### src/rtl/frac_mult_seq_if.sv
`default_nettype none
// +------------------------------------------------------------------------+
// | Module      : frac_mult_seq_if                                         |
// | Description : Request and register-file writeback signals of the       |
// |               sequential fractional multiplier.                        |
// | Revision    : 1.0 - initial release                                    |
// +------------------------------------------------------------------------+
interface frac_mult_seq_if #(
  parameter int N       = 8,
  parameter int ADDR_SZ = 5
);
  logic               start;
  logic [N-1:0]       a_data;
  logic [N-1:0]       b_data;
  logic [ADDR_SZ-1:0] dest;
  logic               busy;
  logic               wb_en;
  logic [ADDR_SZ-1:0] wb_addr;
  logic [N-1:0]       wb_data;

  // Controller / register-file side
  modport master (
    output start, a_data, b_data, dest,
    input  busy, wb_en, wb_addr, wb_data
  );

  // Multiplier side
  modport slave (
    input  start, a_data, b_data, dest,
    output busy, wb_en, wb_addr, wb_data
  );
endinterface
`default_nettype wire

### src/rtl/frac_mult_seq.sv
`default_nettype none
// +------------------------------------------------------------------------+
// | Module      : frac_mult_seq                                            |
// | Description : Multi-cycle signed Q1.(N-1) shift-add multiplier. Works  |
// |               on operand magnitudes, LSB first, one step per cycle,    |
// |               and writes the result back through the register-file     |
// |               write port.                                              |
// | Option      : FRAC_MULT_SAT_EN - saturate the (-1.0)*(-1.0) overflow   |
// |               instead of wrapping to -1.0.                             |
// | Revision    : 1.0 - initial release                                    |
// +------------------------------------------------------------------------+
module frac_mult_seq #(
  parameter int N = 8,
  parameter int M = 32
) (
  input  wire               clk,
  input  wire               rst,
  frac_mult_seq_if.slave    bus
);

  localparam int ADDR_SZ = $clog2(M);
  localparam int CNT_W   = (N > 1) ? $clog2(N) : 1;

  typedef enum logic [1:0] {
    S_IDLE = 2'd0,
    S_RUN  = 2'd1,
    S_WB   = 2'd2
  } state_t;

  state_t             state_q, state_d;
  logic [N-1:0]       a_mag_q, a_mag_d;
  logic [N-1:0]       b_mag_q, b_mag_d;
  logic               sign_q, sign_d;
  logic [ADDR_SZ-1:0] dest_q, dest_d;
  logic [2*N-1:0]     acc_q, acc_d;
  logic [CNT_W-1:0]   count_q, count_d;
  logic               busy_q, busy_d;
  logic               wb_en_q, wb_en_d;
  logic [ADDR_SZ-1:0] wb_addr_q, wb_addr_d;
  logic [N-1:0]       wb_data_q, wb_data_d;

  logic [2*N-1:0]     w_pp;
  logic [2*N-1:0]     w_acc_step;
  logic [2*N-1:0]     w_prod;
  logic [N-1:0]       w_result;
  logic               w_unused_bits;

  // Partial product for this step, the accumulated magnitude and the signed,
  // renormalised result as it will look after the final step.
  always_comb begin
    w_pp       = b_mag_q[count_q] ? ({{N{1'b0}}, a_mag_q} << count_q) : '0;
    w_acc_step = acc_q + w_pp;
    w_prod     = sign_q ? -w_acc_step : w_acc_step;
`ifdef FRAC_MULT_SAT_EN
    // Only (-1.0)*(-1.0) can reach here: clamp to the largest value of the sign
    if (w_prod[2*N-1] != w_prod[2*N-2]) begin
      w_result = sign_q ? {1'b1, {(N-1){1'b0}}} : {1'b0, {(N-1){1'b1}}};
    end else begin
      w_result = w_prod[2*N-2:N-1];
    end
`else
    w_result = w_prod[2*N-2:N-1];
`endif
  end

  // Bits dropped by the renormalising truncation
`ifdef FRAC_MULT_SAT_EN
  assign w_unused_bits = ^w_prod[N-2:0];
`else
  assign w_unused_bits = ^{w_prod[2*N-1], w_prod[N-2:0]};
`endif

  // Next-state and datapath decode; every register holds unless a state updates it
  always_comb begin
    state_d   = state_q;
    a_mag_d   = a_mag_q;
    b_mag_d   = b_mag_q;
    sign_d    = sign_q;
    dest_d    = dest_q;
    acc_d     = acc_q;
    count_d   = count_q;
    busy_d    = busy_q;
    wb_en_d   = 1'b0;
    wb_addr_d = wb_addr_q;
    wb_data_d = wb_data_q;

    unique case (state_q)
      S_IDLE: begin
        busy_d = 1'b0;
        if (bus.start) begin
          // -1.0 negates to itself, which reads correctly as an unsigned magnitude
          a_mag_d = bus.a_data[N-1] ? -bus.a_data : bus.a_data;
          b_mag_d = bus.b_data[N-1] ? -bus.b_data : bus.b_data;
          sign_d  = bus.a_data[N-1] ^ bus.b_data[N-1];
          dest_d  = bus.dest;
          acc_d   = '0;
          count_d = '0;
          busy_d  = 1'b1;
          state_d = S_RUN;
        end
      end

      S_RUN: begin
        acc_d   = w_acc_step;
        count_d = count_q + CNT_W'(1);
        if (count_q == CNT_W'(N-1)) begin
          // Writeback outputs are loaded on the edge that enters WB
          wb_en_d   = 1'b1;
          wb_addr_d = dest_q;
          wb_data_d = w_result;
          state_d   = S_WB;
        end
      end

      S_WB: begin
        busy_d  = 1'b0;
        state_d = S_IDLE;
      end

      default: begin
        busy_d  = 1'b0;
        state_d = S_IDLE;
      end
    endcase
  end

  // State register
  always_ff @(posedge clk or posedge rst) begin
    if (rst) begin
      state_q <= S_IDLE;
    end else begin
      state_q <= state_d;
    end
  end

  // Operand, accumulator and output registers; reset aborts any operation
  always_ff @(posedge clk or posedge rst) begin
    if (rst) begin
      a_mag_q   <= '0;
      b_mag_q   <= '0;
      sign_q    <= 1'b0;
      dest_q    <= '0;
      acc_q     <= '0;
      count_q   <= '0;
      busy_q    <= 1'b0;
      wb_en_q   <= 1'b0;
      wb_addr_q <= '0;
      wb_data_q <= '0;
    end else begin
      a_mag_q   <= a_mag_d;
      b_mag_q   <= b_mag_d;
      sign_q    <= sign_d;
      dest_q    <= dest_d;
      acc_q     <= acc_d;
      count_q   <= count_d;
      busy_q    <= busy_d;
      wb_en_q   <= wb_en_d;
      wb_addr_q <= wb_addr_d;
      wb_data_q <= wb_data_d;
    end
  end

  assign bus.busy    = busy_q;
  assign bus.wb_en   = wb_en_q;
  assign bus.wb_addr = wb_addr_q;
  assign bus.wb_data = wb_data_q;

endmodule
`default_nettype wire

### src/flat_wrapper.sv
// flat-port wrapper written by rule: the top's interface ports become plain ports
module frac_mult_seq_flat 
#(
  parameter int N = 8,
  parameter int M = 32
)
  (clk, rst, bus_start, bus_a_data, bus_b_data, bus_dest, bus_busy, bus_wb_en, bus_wb_addr, bus_wb_data);
  frac_mult_seq_if #(.N(N), .ADDR_SZ(5)) bus_i ();
  input  wire clk;
  input  wire rst;
  input wire logic [$bits(bus_i.start)-1:0] bus_start;
  input wire logic [$bits(bus_i.a_data)-1:0] bus_a_data;
  input wire logic [$bits(bus_i.b_data)-1:0] bus_b_data;
  input wire logic [$bits(bus_i.dest)-1:0] bus_dest;
  output wire logic [$bits(bus_i.busy)-1:0] bus_busy;
  output wire logic [$bits(bus_i.wb_en)-1:0] bus_wb_en;
  output wire logic [$bits(bus_i.wb_addr)-1:0] bus_wb_addr;
  output wire logic [$bits(bus_i.wb_data)-1:0] bus_wb_data;
  assign bus_i.start = bus_start;
  assign bus_i.a_data = bus_a_data;
  assign bus_i.b_data = bus_b_data;
  assign bus_i.dest = bus_dest;
  assign bus_busy = bus_i.busy;
  assign bus_wb_en = bus_i.wb_en;
  assign bus_wb_addr = bus_i.wb_addr;
  assign bus_wb_data = bus_i.wb_data;
  frac_mult_seq #(.N(N), .M(M)) u_core (.clk(clk), .rst(rst), .bus(bus_i));
endmodule
### config.mk
export PLATFORM = sky130hd
export DESIGN_NAME = frac_mult_seq_flat
export DESIGN_NICKNAME = d
export VERILOG_FILES = /design/src/rtl/frac_mult_seq_if.sv /design/src/rtl/frac_mult_seq.sv /design/src/flat_wrapper.sv
export SDC_FILE = /design/constraint.sdc
export NUM_CORES = 1
export LEC_CHECK = 0
export ABC_CLOCK_PERIOD_IN_PS = 10600
export CAP_MARGIN = 20
export CORE_MARGIN = 5
export CORE_UTILIZATION = 35
export CTS_CLUSTER_SIZE = 40
export DETAILED_ROUTE_END_ITERATION = 10
export MAX_ROUTING_LAYER = met4
export PLACE_DENSITY = 0.56
export SYNTH_ARGS = -nofsm -noshare
export SYNTH_HDL_FRONTEND = slang
export SYNTH_SLANG_ARGS = --single-unit
### constraint.sdc
create_clock -name clk -period 10.6 [get_ports clk]
set_clock_uncertainty 0.1 [all_clocks]
set_input_delay 1.59 -clock clk [delete_from_list [all_inputs] [get_ports clk]]
set_output_delay 1.59 -clock clk [all_outputs]
set_load 0.03 [all_outputs]
==> results of run 1 <==
==> kinds of logic after synthesis <==
kind of cell | share of synthesized area (%)
AOI/OAI and AO/OA | 17.3
xor gates and xnor gates | 7.31
adders and majority gates | 6.82
buffers and inverters | 3.86
DFF | 39.7
muxes | 5.43
and+or+nand+nor | 19.5
==> worst paths after layout <==
path	startpoint	end	slack [ps]	depth (start not counted)
worst max-delay path	u_core.count_q[0]	u_core.bus.wb_data[6]	6260	13
worst min-delay path	u_core.bus.wb_data[1]	u_core.bus.wb_data[1]	360	2
worst max register to register	u_core.count_q[0]	u_core.bus.wb_data[6]	6260	13
worst min register to register	u_core.bus.wb_data[1]	u_core.bus.wb_data[1]	360	2
max in group asynchronous	rst	u_core.acc_q[7]	8240	3
min in group asynchronous	rst	u_core.dest_q[0]	1650	3
==> stage by stage <==
step | utilization, % | hold WS, ps | instance area [sq um] | power [W]
global route | 42.0 | 404 | 4270 | 0.00146
CTS | 42.0 | 369 | 4270 | 0.00135
detailed placement | 40.0 | 356 | 4080 | 0.00114
global placement | 40.0 | 352 | 4080 | 0.00113
floorplan | - | 340 | 3590 | 0.000956
finish | 42.0 | 360 | 4270 | 0.00134
==> area by class of cell <==
class | count | area share [%]
clock inverter | 3 | 0.937
timing repair buffer | 39 | 9.07
inverter | 17 | 1.49
clock buffer | 12 | 3.63
sequential | 57 | 33.4
tap | 136 | 3.98
multi-input combinational | 319 | 47.5
==> sequential cells by signal (all words and copies together), names as in the netlist <==
register / cells
u_core.b_mag_q: 8
u_core.sign_q: 1
u_core.state_q: 2
u_core.bus.wb_en: 1
u_core.bus.wb_addr: 5
u_core.count_q: 3
u_core.bus.wb_data: 8
u_core.a_mag_q: 8
u_core.bus.busy: 1
u_core.dest_q: 5
u_core.acc_q: 15
==> tightest hold or removal path, cell delays in order, from the launching register on <==
cell and delay, ps:
dfrtp_1 340, nand2_1 50, nand2_1 40
==> per-layer routing <==
layer  up-vias  GRT usage [%]
met2        45           20.3
met3        13           3.55
met4         0           6.33
met1      1326           18.4
met5         -              -
li1       1491              -
==> power by group <==
part           switching, W  internal, W  leakage (nW)
Combinational      0.000437     0.000303          1.12
Clock             0.0000885     0.000119         0.102
Sequential        0.0000812     0.000312         0.725
==> cells in the final DEF (no fill, tap or decap), types with 2 or more instances in the layout <==
master / instances
ha_1: 18
mux4_2: 2
and2_1: 3
xor2_1: 16
clkdlybuf4s50_1: 38
clkinv_2: 2
clkbuf_8: 11
a211oi_1: 4
or3_1: 5
a211oi_2: 2
nor3b_1: 2
nand2_1: 83
mux2i_1: 6
mux2_2: 8
a21oi_1: 18
nor2_1: 33
a31oi_1: 2
o21ai_1: 2
xnor2_1: 14
o32ai_1: 2
nor2b_1: 4
nor3_1: 4
inv_1: 16
a21o_1: 3
o21ai_0: 39
o31ai_1: 6
dfrtp_1: 57
nand3_1: 17
and3_1: 3
==> summary.txt, run 1 <==
outcome: completed
Sum Neg Setup Slack: 0 ps
clock latency on the worst-skew pair: 350 ps
Top delay family on crit path: compound AO/OA/AOI/OAI gates
Post-CTS Resized: 0
FF+latch count, synth: 57
Synth Warn #: 0
Initial DRT Pass Iterations: 4
Root Buffer: clkbuf_8
slowest stage delay, CP: 740 ps
Worst-path clk slew: 70 ps
highest metal used: met4
ys async rst share: 100%
RSZ-0062 raised after global routing: false
WP buf/inv: 0
WP data arrival: 4440 ps
most numerous cell in the Yosys netlist: nand2_1
Hold WC Path Type: reg -> reg
Finished Layout Cells: 583
post-CTS setup buffer count: 0
first-pass GRT wire length: 13600 um
worst slew pin tran: 1080 ps
commonest cells in the netlist: nand2_1 (84), dfrtp_1 (57), o21ai_0 (39), nor2_1 (33), clkbuf_1 (20)
vias in the first global route: 2816
DR iter-0 viols: 115
Via density: 4.93
H-Tree Level Count: 3
kind of critical path: reg -> reg
DRT Wirelength: 7850 um
total CTS buffers: 9
Multi-input gate area: 2030 sq um
Placeable Area: 10200 sq um
Synth Area per Inst: 8.70 sq um
initial antenna violation count: 0
Port Buf Inserts: 38
Residual DRC: 0
HPWL Detailed: 5690 um
relative slew slack: 27.5%
largest net degree at the start of global routing: 58
minimum clock period after layout: 4340 ps
Period Utilization, post-route: 40.9%
VDD IR max: 0.0000899 V
crit end category: flop
GRT Total Usage: 14.0%
Area contributors post-synth: dfrtp_1 (40%), nand2_1 (8.8%), ha_1 (6.3%)
Synth cell types: 49
Cells after DPL: 568
Die ar.: 12400 sq um
Gate Count Post-Synth: 413
Antenna diodes: 0
Die Ht: 111 um
row count: 37
sequential share of the synthesized area: 39.7%
IO Pins: 39
Initial Utilization: 35.3%
worst-path cell chain: mux4_2 > nand2_1 > and2_1 > a211oi_1 > ha_1 > a21oi_1 > o211ai_2 > a21o_1 > a311oi_2 > nand4_2 > o31ai_1 > xnor2_1 > o21ai_1
Final Max Slew Viols: 0
vias: 2875
Final Wtd Congestion: 0.901
Filler cells: 1053
dominant cell type by area after synthesis: dfrtp_1
WL met3: 223 um
achievable frequency: 0.231 GHz
Synth top area share: 39.7%
synthesis-to-layout area growth: 18.9%
total grt overflow: 0
clock sink count: 57
TritonCTS clock tree: done
startpoint types: flop
Critical Path Fanout Max: 20
final hold vios: 0
P_leak: 1.95 nW
chip width: 111 um
M1 WL: 4040 um
Post-CTS Hold Buffers: 0
PnR worst setup slack: 6260 ps
Post-synth EDFFs: 0
Routed Antenna Nets: 0
PwrDens: 314 nW/um^2
Top FF cell, synth: dfrtp_1
synthesized area: 3590 sq um
Worst Path Required: 10700 ps
Syn Nets: 456
max_cap viols: 0
met2 wire length: 3420 um
layout cells sized above 1: 8.50%
post-layout net count: 486
# setup viols final: 0
DR WL/cell: 13.5 um
Max clock buf depth: 2
setup slack after placement: 6290 ps
slowest stage cell, crit path: dfrtp_1
Sequential cell area: 1430 sq um
(Power assumes the default switching activity.)
==> inputs of run 2 (changes only) <==
- ABC_CLOCK_PERIOD_IN_PS: 10600 -> 3700
- PLACE_DENSITY: 0.56 -> 0.58
- clock period: 10.6 -> 3.7 ns (I/O delays scaled with it)
==> summary.txt, run 2 (synthesized netlist as in run 1, its figures left out) <==
failing checks: negative setup slack
Initial DRT Pass Iterations: 4 (unchanged)
IO Pins: 39 (unchanged)
M1 WL: 4010 um (was 4040 um)
clock latency on the worst-skew pair: 340 ps (was 350 ps)
outcome: finished, violations left (was completed)
DR iter-0 viols: 102 (was 115)
layout cells sized above 1: 18.4% (was 8.50%)
met2 wire length: 3880 um (was 3420 um)
Top reg by flops: u_core.acc_q (unchanged)
Root Buffer: clkbuf_8 (unchanged)
final hold vios: 0 (unchanged)
RSZ-0062 raised after global routing: true (was false)
total grt overflow: 0 (unchanged)
Port Buf Inserts: 38 (unchanged)
Worst Path Required: 3820 ps (was 10700 ps)
H-Tree Level Count: 3 (unchanged)
Post-CTS Hold Buffers: 0 (unchanged)
Via density: 4.94 (was 4.93)
initial antenna violation count: 0 (unchanged)
minimum clock period after layout: 3720 ps (was 4340 ps)
most common cell after layout, fill and taps aside: nand2_1 (unchanged)
max_cap viols: 0 (unchanged)
Final Wtd Congestion: 0.851 (was 0.901)
kind of critical path: reg -> reg (unchanged)
largest net degree at the start of global routing: 58 (unchanged)
PwrDens: 935 nW/um^2 (was 314 nW/um^2)
Worst-path clk slew: 60 ps (was 70 ps)
Initial Utilization: 35.3% (unchanged)
Placeable Area: 10200 sq um (unchanged)
highest metal used: met4 (unchanged)
VDD IR max: 0.000293 V (was 0.0000899 V)
synthesis-to-layout area growth: 27.9% (was 18.9%)
worst slew pin tran: 976 ps (was 1080 ps)
first-pass GRT wire length: 14600 um (was 13600 um)
relative slew slack: 34.9% (was 27.5%)
WP data arrival: 3840 ps (was 4440 ps)
# setup viols final: 1 (was 0)
startpoint types: flop (unchanged)
Critical Path Fanout Max: 4 (was 20)
row count: 37 (unchanged)
Hold WC Path Type: reg -> reg (unchanged)
crit end category: flop (unchanged)
number of flip-flops in the largest register: 15 (unchanged)
vias: 3010 (was 2875)
PnR worst setup slack: -18.2 ps (was 6260 ps)
chip width: 111 um (unchanged)
P_leak: 2.10 nW (was 1.95 nW)
DR WL/cell: 13.6 um (was 13.5 um)
Filler cells: 1021 (was 1053)
post-layout net count: 512 (was 486)
GRT Total Usage: 14.6% (was 14.0%)
most frequent cells in the layout: nand2_1 (81), dfrtp_1 (55), clkdlybuf4s50_1 (38), o21ai_0 (37), nor2_1 (31) (was nand2_1 (83), dfrtp_1 (57), o21ai_0 (39), clkdlybuf4s50_1 (38), nor2_1 (33))
WL met3: 270 um (was 223 um)
TritonCTS clock tree: done (unchanged)
Period Utilization, post-route: 100% (was 40.9%)
Antenna diodes: 0 (unchanged)
total CTS buffers: 9 (unchanged)
clock sink count: 57 (unchanged)
Die ar.: 12400 sq um (unchanged)
Final Max Slew Viols: 0 (unchanged)
DRT Wirelength: 8260 um (was 7850 um)
achievable frequency: 0.269 GHz (was 0.231 GHz)
vias in the first global route: 3051 (was 2816)
Routed Antenna Nets: 0 (unchanged)
Max clock buf depth: 2 (unchanged)
HPWL Detailed: 6090 um (was 5690 um)
Residual DRC: 0 (unchanged)
Sum Neg Setup Slack: -18.2 ps (was 0 ps)
WHS: 370 ps (was 360 ps)
Die Ht: 111 um (unchanged)
run 2: cell count changes in the layout (fill, tap and decap cells not counted), sizes merged:
cell,before,now
buf,1,27
run 2: path summary, 6_finish.rpt:
path | startpoint | end | slack, ps | cells past startpoint
worst max-delay path | u_core.count_q[0] | u_core.bus.wb_data[7] | -20 | 13
worst min-delay path | u_core.dest_q[3] | u_core.dest_q[3] | 370 | 2
worst max register to register | u_core.count_q[0] | u_core.bus.wb_data[7] | -20 | 13
worst min register to register | u_core.dest_q[3] | u_core.dest_q[3] | 370 | 2
max in group asynchronous | rst | u_core.count_q[0] | 2350 | 3
min in group asynchronous | rst | u_core.dest_q[3] | 640 | 3
run 2: final cells by class:
class                      count  area, sq um  area share, %
clock inverter                 3         40.0          0.871
sequential                    57         1430           31.1
inverter                      17         63.8           1.39
timing repair buffer          65          591           12.9
clock buffer                  12          155           3.38
multi-input combinational    319         2150           46.7
tap                          136          170           3.70
run 2: where the power goes:
group | total, W | leakage (nW) | switching [W] | internal (W)
Sequential | 0.00109 | 0.723 | 0.000194 | 0.000897
Combinational | 0.00261 | 1.28 | 0.00143 | 0.00118
Clock | 0.000591 | 0.102 | 0.000249 | 0.000342
Total | 0.00429 | 2.10 | 0.00188 | 0.00242
run 2: timing repair:
item,CTS,global route
pin swaps,2,14
endpoints found under the setup margin,2,7
setup buffers,1,3
cloned,0,0
gates resized for setup,3,19
run 2: critical path: stages (launching register included):
cell and delay (ps):
dfrtp_2 400, mux4_2 540, nand2_4 110, nor2_2 40
ha_2 190, fa_2 390, a21o_1 200, a221o_2 380
a211oi_2 250, xor2_1 230, nand4_2 190, o41ai_2 340
xnor2_1 150, o21ai_1 90
run 2: through the flow:
step / total power [W] / std cells / util, % / setup WS [ps] / cell area (sq um)
2_1_floorplan: 0.00283 / 413 / - / 1.40 / 3650
4_1_cts: 0.00423 / 606 / 44.2 / 36.2 / 4500
5_1_grt: 0.00466 / 609 / 45.1 / -217 / 4590
6_report: 0.00429 / 609 / 45.1 / -18.2 / 4590
3_3_place_gp: 0.00354 / 590 / 42.1 / 59.6 / 4280
3_5_place_dp: 0.00360 / 590 / 42.1 / -41.1 / 4280
run 2: layer usage:
metal | global-route usage (%) | vias to the layer above
met4 | 3.89 | 0
met3 | 3.00 | 10
met1 | 19.2 | 1413
li1 | - | 1539
met5 | - | -
met2 | 23.1 | 48
